===== src/rtl/proc_pkg.sv =====
// Shared processor parameters and register-address helpers.
// Address bit 5 selects the vector file; bits [4:0] index within a file.
package proc_pkg;

    localparam int DATA_W   = 128;
    localparam int SCALAR_W = 32;
    localparam int ADDR_W   = 6;
    localparam int NUM_REGS = 25;

    // r0 of each file and indices past the end of a file are hardwired to zero and never tracked.
    function automatic logic reg_tracked(input logic [ADDR_W-1:0] addr, input int nregs);
        return (addr[4:0] != 5'd0) && (int'(addr[4:0]) < nregs);
    endfunction

    // Flattened busy-bit index: scalar file first, vector file after it; untracked maps to slot 0.
    function automatic int reg_index(input logic [ADDR_W-1:0] addr, input int nregs);
        int idx;
        idx = int'(addr[4:0]);
        if (addr[ADDR_W-1])
            idx = idx + nregs;
        if (!reg_tracked(addr, nregs))
            idx = 0;
        return idx;
    endfunction

endpackage


===== src/rtl/reg_scoreboard.sv =====
// Busy bits for both register files: one set port, a two-entry clear port,
// a two-address source query port and a destination query port.
module reg_scoreboard #(
    parameter int ADDR_W   = proc_pkg::ADDR_W,
    parameter int NUM_REGS = proc_pkg::NUM_REGS
) (
    input  logic                   clk,
    input  logic                   rst,
    input  logic                   set_en,
    input  logic [ADDR_W-1:0]      set_addr,
    input  logic [1:0]             clr_en,
    input  logic [1:0][ADDR_W-1:0] clr_addr,
    input  logic [1:0][ADDR_W-1:0] src_addr,
    output logic [1:0]             src_busy,
    input  logic [ADDR_W-1:0]      dst_addr,
    output logic                   dst_busy
);
    import proc_pkg::*;

    localparam int SB_BITS = 2 * NUM_REGS;
    localparam int IDX_W   = $clog2(SB_BITS);

    logic [SB_BITS-1:0] busy;
    logic [SB_BITS-1:0] busy_nxt;

    function automatic logic [IDX_W-1:0] slot(input logic [ADDR_W-1:0] addr);
        return IDX_W'(reg_index(addr, NUM_REGS));
    endfunction

    // Clears are applied first so a same-cycle set on the same bit wins.
    always_comb begin
        busy_nxt = busy;
        for (int c = 0; c < 2; c++) begin
            if (clr_en[c] && reg_tracked(clr_addr[c], NUM_REGS))
                busy_nxt[slot(clr_addr[c])] = 1'b0;
        end
        if (set_en && reg_tracked(set_addr, NUM_REGS))
            busy_nxt[slot(set_addr)] = 1'b1;
    end

    always_ff @(posedge clk) begin
        if (rst)
            busy <= '0;
        else
            busy <= busy_nxt;
    end

    always_comb begin
        for (int q = 0; q < 2; q++)
            src_busy[q] = reg_tracked(src_addr[q], NUM_REGS) && busy[slot(src_addr[q])];
        dst_busy = reg_tracked(dst_addr, NUM_REGS) && busy[slot(dst_addr)];
    end

endmodule


===== src/rtl/operand_fetch.sv =====
// Operand fetch stage: reads sources, bypasses same-cycle writeback, stalls on
// RAW/WAW hazards and holds one operand bundle for the execute stage.
module operand_fetch #(
    parameter int DATA_W   = proc_pkg::DATA_W,
    parameter int SCALAR_W = proc_pkg::SCALAR_W,
    parameter int ADDR_W   = proc_pkg::ADDR_W,
    parameter int NUM_REGS = proc_pkg::NUM_REGS
) (
    input  logic              clk,
    input  logic              rst,
    input  logic              in_valid,
    output logic              in_ready,
    input  logic [ADDR_W-1:0] in_rs1,
    input  logic [ADDR_W-1:0] in_rs2,
    input  logic [ADDR_W-1:0] in_rd,
    input  logic              in_we,
    input  logic [15:0]       in_ctrl,
    output logic [ADDR_W-1:0] rf_a1,
    output logic [ADDR_W-1:0] rf_a2,
    input  logic [DATA_W-1:0] rf_rd1,
    input  logic [DATA_W-1:0] rf_rd2,
    input  logic              wb_we,
    input  logic [ADDR_W-1:0] wb_addr,
    input  logic [DATA_W-1:0] wb_data,
    input  logic              flush,
    output logic              out_valid,
    input  logic              out_ready,
    output logic [DATA_W-1:0] out_op1,
    output logic [DATA_W-1:0] out_op2,
    output logic [ADDR_W-1:0] out_rd,
    output logic              out_we,
    output logic [15:0]       out_ctrl
);
    import proc_pkg::*;

    logic [1:0]        src_busy;
    logic              dst_busy;
    logic              src_hazard;
    logic              waw_hazard;
    logic              accept;
    logic [DATA_W-1:0] op1_sel;
    logic [DATA_W-1:0] op2_sel;

    // Untracked registers read as zero; scalar sources keep only their low SCALAR_W bits.
    function automatic logic [DATA_W-1:0] pick_operand(
        input logic [ADDR_W-1:0] addr,
        input logic [DATA_W-1:0] rf_data,
        input logic              bypass_we,
        input logic [ADDR_W-1:0] bypass_addr,
        input logic [DATA_W-1:0] bypass_data
    );
        logic [DATA_W-1:0] v;
        if (!reg_tracked(addr, NUM_REGS))
            v = '0;
        else if (bypass_we && bypass_addr == addr)
            v = bypass_data;
        else
            v = rf_data;
        if (!addr[ADDR_W-1])
            v = DATA_W'(v[SCALAR_W-1:0]);
        return v;
    endfunction

    assign rf_a1 = in_rs1;
    assign rf_a2 = in_rs2;

    reg_scoreboard #(
        .ADDR_W   (ADDR_W),
        .NUM_REGS (NUM_REGS)
    ) u_scoreboard (
        .clk      (clk),
        .rst      (rst),
        .set_en   (accept & in_we),
        .set_addr (in_rd),
        .clr_en   ({flush & out_valid & out_we, wb_we}),
        .clr_addr ({out_rd, wb_addr}),
        .src_addr ({in_rs2, in_rs1}),
        .src_busy (src_busy),
        .dst_addr (in_rd),
        .dst_busy (dst_busy)
    );

    // A writeback landing this cycle resolves the hazard on its own address.
    always_comb begin
        src_hazard = (src_busy[0] && !(wb_we && wb_addr == in_rs1)) ||
                     (src_busy[1] && !(wb_we && wb_addr == in_rs2));
        waw_hazard = in_we && dst_busy && !(wb_we && wb_addr == in_rd);
        in_ready   = !rst && !src_hazard && !waw_hazard && (!out_valid || out_ready) && !flush;
        accept     = in_valid && in_ready;
        op1_sel    = pick_operand(in_rs1, rf_rd1, wb_we, wb_addr, wb_data);
        op2_sel    = pick_operand(in_rs2, rf_rd2, wb_we, wb_addr, wb_data);
    end

    always_ff @(posedge clk) begin
        if (rst) begin
            out_valid <= 1'b0;
            out_op1   <= '0;
            out_op2   <= '0;
            out_rd    <= '0;
            out_we    <= 1'b0;
            out_ctrl  <= '0;
        end else if (accept) begin
            out_valid <= 1'b1;
            out_op1   <= op1_sel;
            out_op2   <= op2_sel;
            out_rd    <= in_rd;
            out_we    <= in_we;
            out_ctrl  <= in_ctrl;
        end else if (flush || out_ready) begin
            out_valid <= 1'b0;
        end
    end

endmodule


===== config.mk =====
export PLATFORM = sky130hd
export DESIGN_NAME = operand_fetch
export DESIGN_NICKNAME = d
export VERILOG_FILES = /design/src/rtl/proc_pkg.sv /design/src/rtl/reg_scoreboard.sv /design/src/rtl/operand_fetch.sv
export SDC_FILE = /design/constraint.sdc
export NUM_CORES = 1
export LEC_CHECK = 0
export ABC_AREA = 1
export BUFFER_PORTS_ARGS = -buffer_cell sky130_fd_sc_hd__buf_2
export CAP_MARGIN = 10
export CELL_PAD_IN_SITES_DETAIL_PLACEMENT = 1
export CELL_PAD_IN_SITES_GLOBAL_PLACEMENT = 1
export CORE_AREA = 2 2 282 284
export DETAILED_ROUTE_END_ITERATION = 12
export DIE_AREA = 0 0 284 286
export PLACE_DENSITY_LB_ADDON = 0.1
export RECOVER_POWER = 100
export SYNTH_ARGS = -nofsm -noshare
export SYNTH_HDL_FRONTEND = slang
export SYNTH_SLANG_ARGS = --single-unit

===== constraint.sdc =====
create_clock -name clk -period 3.1 [get_ports clk]
set_clock_uncertainty 0.05 [all_clocks]
set_input_delay 0.31 -clock clk [delete_from_list [all_inputs] [get_ports clk]]
set_output_delay 0.31 -clock clk [all_outputs]
set_load 0.005 [all_outputs]

# [Word level (Yosys, flattened, before mapping)]
# Cells that the tools add are included.
[totals] reg_bits=330 in_bits=431 out_inout_bits=293 elab_cells=116
[op_classes] n_addsub=5 magnitude_cmp=14 eq_ne=3 n_mux=36 n_bitwise=8 reduce_logical=43
[op_table] operator="$mux W128" n=6
[op_table] operator="$mux W50" n=3
[op_table] operator="$and A50 B50 Y50" n=2
[op_table] operator="$not A50 Y50" n=2
[op_table] operator="$mux W6" n=13
[op_table] operator="$or A50 B50 Y50" n=1
[op_table] operator="$lt A6 B7 Y1 const B" n=6
[op_table] operator="$add A5 B5 Y6 const B" n=5
[op_table] operator="$logic_and A1 B1 Y1" n=26
[op_table] operator="$lt A5 B5 Y1 const B" n=5
[op_table] operator="$reduce_bool A5 Y1" n=5
[op_table] operator="$bmux W1 S6" n=3
[op_table] operator="$demux W1 S6" n=3
[op_table] operator="$eq A6 B6 Y1" n=3
[op_table] operator="$ge A6 B1 Y1 const B" n=3
[op_table] operator="$logic_not A1 Y1" n=8
[op_table] operator="$mux W1" n=8
[op_table] operator="$and A1 B1 Y1" n=3
[op_table] operator="$logic_or A1 B1 Y1" n=3
[op_table] operator="$reduce_bool A2 Y1" n=1

# [Logic depth before layout (Yosys ltp)]
[depth] ltp_word=23 mapped_depth=24 depth_no_buf=21

# [Hierarchy]
# Synthesis repeated with hierarchy kept, for this count alone.
[unflattened] cells_unflattened=3830 area_unflattened_um2=21847.2
[modules_own_cells] mod="operand_fetch" instances=1 cells_per_inst=2867 area_per_inst_um2=16504.6 seq_area_each_um2=5605.4
[modules_own_cells] mod="reg_scoreboard" instances=1 cells_per_inst=963 area_per_inst_um2=5342.6 seq_area_each_um2=1001.0

# [Worst setup path after synthesis]
# OpenSTA, ideal clock, no wires.
[synth_timing] kind="input to register" startpoint="input in_rd[1]" endpoint="register out_op2[81]" arrival_ps=2413 slack_ps=521 path_stages=22 path_cell_list="inv_1 ha_1 inv_1 nor2_1 nand2_2 nand2_2 nor2_4 inv_2 buf_4 nand2_1 nand2_1 nand2_1 a21oi_1 nor2_1 a21oi_2 nand3_2 nor2_8 inv_4 buf_4 buf_2 nor2_1 nor2_1"
[synth_via] elab_chain_len=13 word_cells_on_any_way=19
[synth_rtl] item="from (decl)" line="operand_fetch.sv:15" source="input logic [ADDR_W-1:0] in_rd,"
[synth_rtl] item="$add A5 B5 Y6 (tied with other cells)" line="proc_pkg.sv:20" source="idx = idx + nregs;"
[synth_rtl] item="$mux W6 / $logic_and A1 B1 Y1 (equally long branches)" line="proc_pkg.sv:19, proc_pkg.sv:12"
[synth_rtl] item="$mux W6" line="proc_pkg.sv:21" source="if (!reg_tracked(addr, nregs))"
[synth_rtl] item="$bmux W1 S6" line="reg_scoreboard.sv:51" source="dst_busy = reg_tracked(dst_addr, NUM_REGS) && busy[slot(dst_addr)];"
[synth_rtl] item="$mux W1 (implied by the code)" line="reg_scoreboard.sv:51"
[synth_rtl] item="$logic_and A1 B1 Y1" line="reg_scoreboard.sv:51"
[synth_rtl] item="$logic_and A1 B1 Y1" line="operand_fetch.sv:87" source="waw_hazard = in_we && dst_busy && !(wb_we && wb_addr == in_rd);"
[synth_rtl] item="$logic_and A1 B1 Y1 *" line="operand_fetch.sv:87"
[synth_rtl] item="$logic_not A1 Y1 *" line="operand_fetch.sv:88" source="in_ready = !rst && !src_hazard && !waw_hazard && (!out_valid || out_ready) && !flush;"
[synth_rtl] item="$logic_and A1 B1 Y1 * (3 in series)" line="operand_fetch.sv:88"
[synth_rtl] item="$logic_and A1 B1 Y1 *" line="operand_fetch.sv:89" source="accept = in_valid && in_ready;"
[synth_rtl] item="to (signal assigned)" line="operand_fetch.sv:105" source="out_op2 <= op2_sel;"
[synth_rtl] item="to (decl)" line="operand_fetch.sv:29" source="output logic [DATA_W-1:0] out_op2,"
# Every way passes the cells marked *; elsewhere a longest branch is shown, timed or not. The select of a mux whose other input is x is not followed.
# A chain may end at the register's enable or synchronous reset.

# [Final worst setup path]
[layout_timing] startpoint="input in_rs1[1]" endpoint="output in_ready"
[layout_via] elab_chain_len=13 word_cells_on_any_way=19
[layout_rtl] item="from (decl)" line="operand_fetch.sv:13" source="input logic [ADDR_W-1:0] in_rs1,"
[layout_rtl] item="$add A5 B5 Y6 (tied with other cells)" line="proc_pkg.sv:20"
[layout_rtl] item="$mux W6 / $logic_and A1 B1 Y1 (equally long branches)" line="proc_pkg.sv:19, proc_pkg.sv:12"
[layout_rtl] item="$mux W6" line="proc_pkg.sv:21"
[layout_rtl] item="$bmux W1 S6" line="reg_scoreboard.sv:50" source="src_busy[q] = reg_tracked(src_addr[q], NUM_REGS) && busy[slot(src_addr[q])];"
[layout_rtl] item="$mux W1 (implied by the code)" line="reg_scoreboard.sv:50"
[layout_rtl] item="$logic_and A1 B1 Y1" line="reg_scoreboard.sv:50"
[layout_rtl] item="$logic_and A1 B1 Y1 *" line="operand_fetch.sv:85" source="src_hazard = (src_busy[0] && !(wb_we && wb_addr == in_rs1)) ||"
[layout_rtl] item="$logic_or A1 B1 Y1 *" line="operand_fetch.sv:85"
[layout_rtl] item="$logic_not A1 Y1 *" line="operand_fetch.sv:88"
[layout_rtl] item="$logic_and A1 B1 Y1 * (4 in series)" line="operand_fetch.sv:88"
[layout_rtl] item="to (decl)" line="operand_fetch.sv:12" source="output logic in_ready,"
# Marks and branches as above.

==> results.toml <==
[status]
status = "complete, no violations"

[synthesis]
syn_nets = 3556
syn_area_um2 = 19090
synth_area_per_cell_um2 = 6.128
synth_warnings = 0
ys_types = 43
synthCells = 3115
ys_seq_elements = 330
synth_top_area_share_pct = 34.61
synth_seq_area_share_pct = 34.61
synthTopCellsByArea = "dfxtp_1 35%, nor2_1 14%, nand2_1 14%"
yosys.area.top_type = "dfxtp_1"

[power_and_ir_drop]
leakagePower_nw = 12.09
finalPower_mw = 12.56
p_per_area_nw_per_um2 = 481.2
vdd_ir_drop_max_mv = 0.2940

[layout]
ff_latch_area_um2 = 6606
area_growth_pct = 36.74
drive_gt1_share_pct = 19.30
fin_nets = 4294
multi_input_area_um2 = 10780
final_cell_mix = "735 x nor2_1, 712 x nand2_1, 464 x buf_2, 330 x dfxtp_1, 276 x a21oi_1"
fillers = 10470
layout_commonest_cell = "nor2_1"

[sta]
setup_viol_count_final = 0
final.period_utilization_pct = 93.49
hold_violations = 0
rsz0062_at_grt = "false"
worst_slack_ns = 0.2019
slew_headroom_pct = 49.97
final_max_slew_viol_count = 0
worstMarginPinSlew_ns = 0.7504
period_needed_ns = 2.898
fmax_ghz = 0.3451

[clocking]
clock_latency_ns = 0.61
cts.clk_slew.worst_paths_ns = 0.06
tritoncts = "done"
numCtsBuffers = 45
htreeDepth = 2
cts_buffer_depth = 3
postCtsSetupRepairBufs = 0
cts.sinks = 330
cts_root_buffer = "clkbuf_16"

[detailed_routing]
drt-initial-drc-count = 1584
drc = 0
drtPass1Iterations = 6
vias_per_cell = 4.919
wl_per_cell_um = 23.89
drt.antenna.violating_nets = 0
wl_mm = 118.4
via_count = 24370

[setup_path]
path_max_fanout = 16
crit_path_end_kind = "output pin"
slowest_delay_ns = 0.38
startpoint_type = "primary input"
crit_chain = "buf_2 -> inv_1 -> ha_1 -> nand3_1 -> buf_4 -> nand3_1 -> buf_4 -> buf_4 -> o21ai_0 -> a41oi_1 -> nand2_1 -> nand3_1 -> nand3_2 -> inv_1 -> buf_2"
cp.arrival_ns = 2.54
cpMaxStageDelayCell = "o21ai_0"
path_class = "primary input to output pin"
cp_data_required_time_ns = 2.74

[die]
core_um2 = 78360
die_x_um = 284
io_pins = 724
start_util_pct = 24.36
die_h_um = 286
die_area_um2 = 81220
rows = 103

[placed_design]
portBuffers = 723
dp_slack_ns = -0.2762
place_hpwl_mm = 91.41
gp_congestion = 0.9195

[grt]
grt_max_degree = 112
antenna_found_initial = 45
grt_pass1_vias = 24630
grt_pass1_wl_mm = 171.6
grt_usage_pct = 28.15
gr-total-overflow = 0

[worst_hold_path]
hold_class = "primary input to register"

[run]
cap_violations = 0
-- kinds of logic (layout without fill, tap and decap cells) --
logic type / count (synthesis) / after routing / share of synthesized area, %
and+or+nand+nor: 1662 / 1662 / 34.84
buffers and inverters: 401 / 1172 / 9.143
AOI/OAI and AO/OA: 695 / 695 / 19.97
adders and majority gates: 10 / 10 / 0.6554
other: 0 / 18 / 0
DFF: 330 / 330 / 34.61
xor gates and xnor gates: 17 / 17 / 0.7800
-- cell type report --
type                       instances  area share (%)
clock inverter                    18           1.016
antenna                           18          0.1726
clock buffer                      62           4.980
multi-input combinational       2384           41.30
tap                             1050           5.033
sequential                       330           25.31
timing repair buffer             922           19.67
inverter                         170           2.521
-- cells in the mapped netlist, drive strengths merged --
cell	number
nand3b	1
o21ai	300
a31oi	2
o311ai	2
nand3	144
o22ai	6
nand2	720
or2	2
nor4	2
nor2	742
nand4	45
o31ai	3
dfxtp	330
buf	99
o221ai	30
inv	168
a211oi	67
o211ai	4
xor2	14
xnor2	3
ha	10
a41oi	1
nor3	6
clkinv	2
clkbuf	132
a21oi	277
a221oi	2
o2111ai	1
-- sequential cells by signal, summed over array words and instances, names as in the netlist --
| register | cells |
|---|---|
| out_op1 | 128 |
| out_op2 | 128 |
| out_ctrl | 16 |
| u_scoreboard.busy | 50 |
| out_rd | 6 |
| out_we | 1 |
| out_valid | 1 |
-- stage by stage --
stage                     hold WS [ns]  area, µm²  std cells  setup TNS, ns  util [%]
after global routing           0.03215      26080       4945              0     33.28
after detailed placement        0.4026      24630       4831         -54.58     31.43
after CTS                     0.001067      26440       4936              0     33.75
after floorplan                 0.3949      19090       3115              0         -
final                          0.03859      26100       4954              0     33.31
after global placement          0.3972      24630       4831         -44.65     31.43
-- worst max-delay path: cells and delay by family --
kind	cells	cell delay, ns
buffers and inverters	7	0.96
AO/OA/AOI/OAI	2	0.55
AND/OR/NAND/NOR	5	0.53
adder cells (fa/ha/maj)	1	0.19
-- timing repair --
| item | CTS | global route |
|---|---|---|
| hold endpoints to repair | 24 | 0 |
| hold buffers | 25 | 0 |
| resized for setup | 0 | 0 |
-- routing by layer --
layer	GRT usage, %	wire [µm]	vias to the layer above
met5	0	212	-
met4	5.211	2721	32
met3	6.842	8479	170
met2	46.97	54660	753
met1	37.06	52300	11770
li1	-	-	11650
-- power by group --
part	internal, mW	switching [mW]	leakage (nW)	total, mW
clock	3.36	2.23	0.773	5.59
combinational	0.878	1.56	8.65	2.44
sequential	4.42	0.110	2.67	4.53
total	8.66	3.90	12.1	12.6
-- final timing paths --
path,slack [ns],from,cells after the start,endpoint
hold reg to reg,0.41,out_op2[26],2,out_op2[26]
hold / removal,0.04,wb_data[91],5,out_op2[91]
setup reg to reg,0.29,out_rd[1],10,u_scoreboard.busy[22]
setup / recovery,0.20,in_rs1[1],15,in_ready
Note: power is estimated with default switching activity, not from simulation.
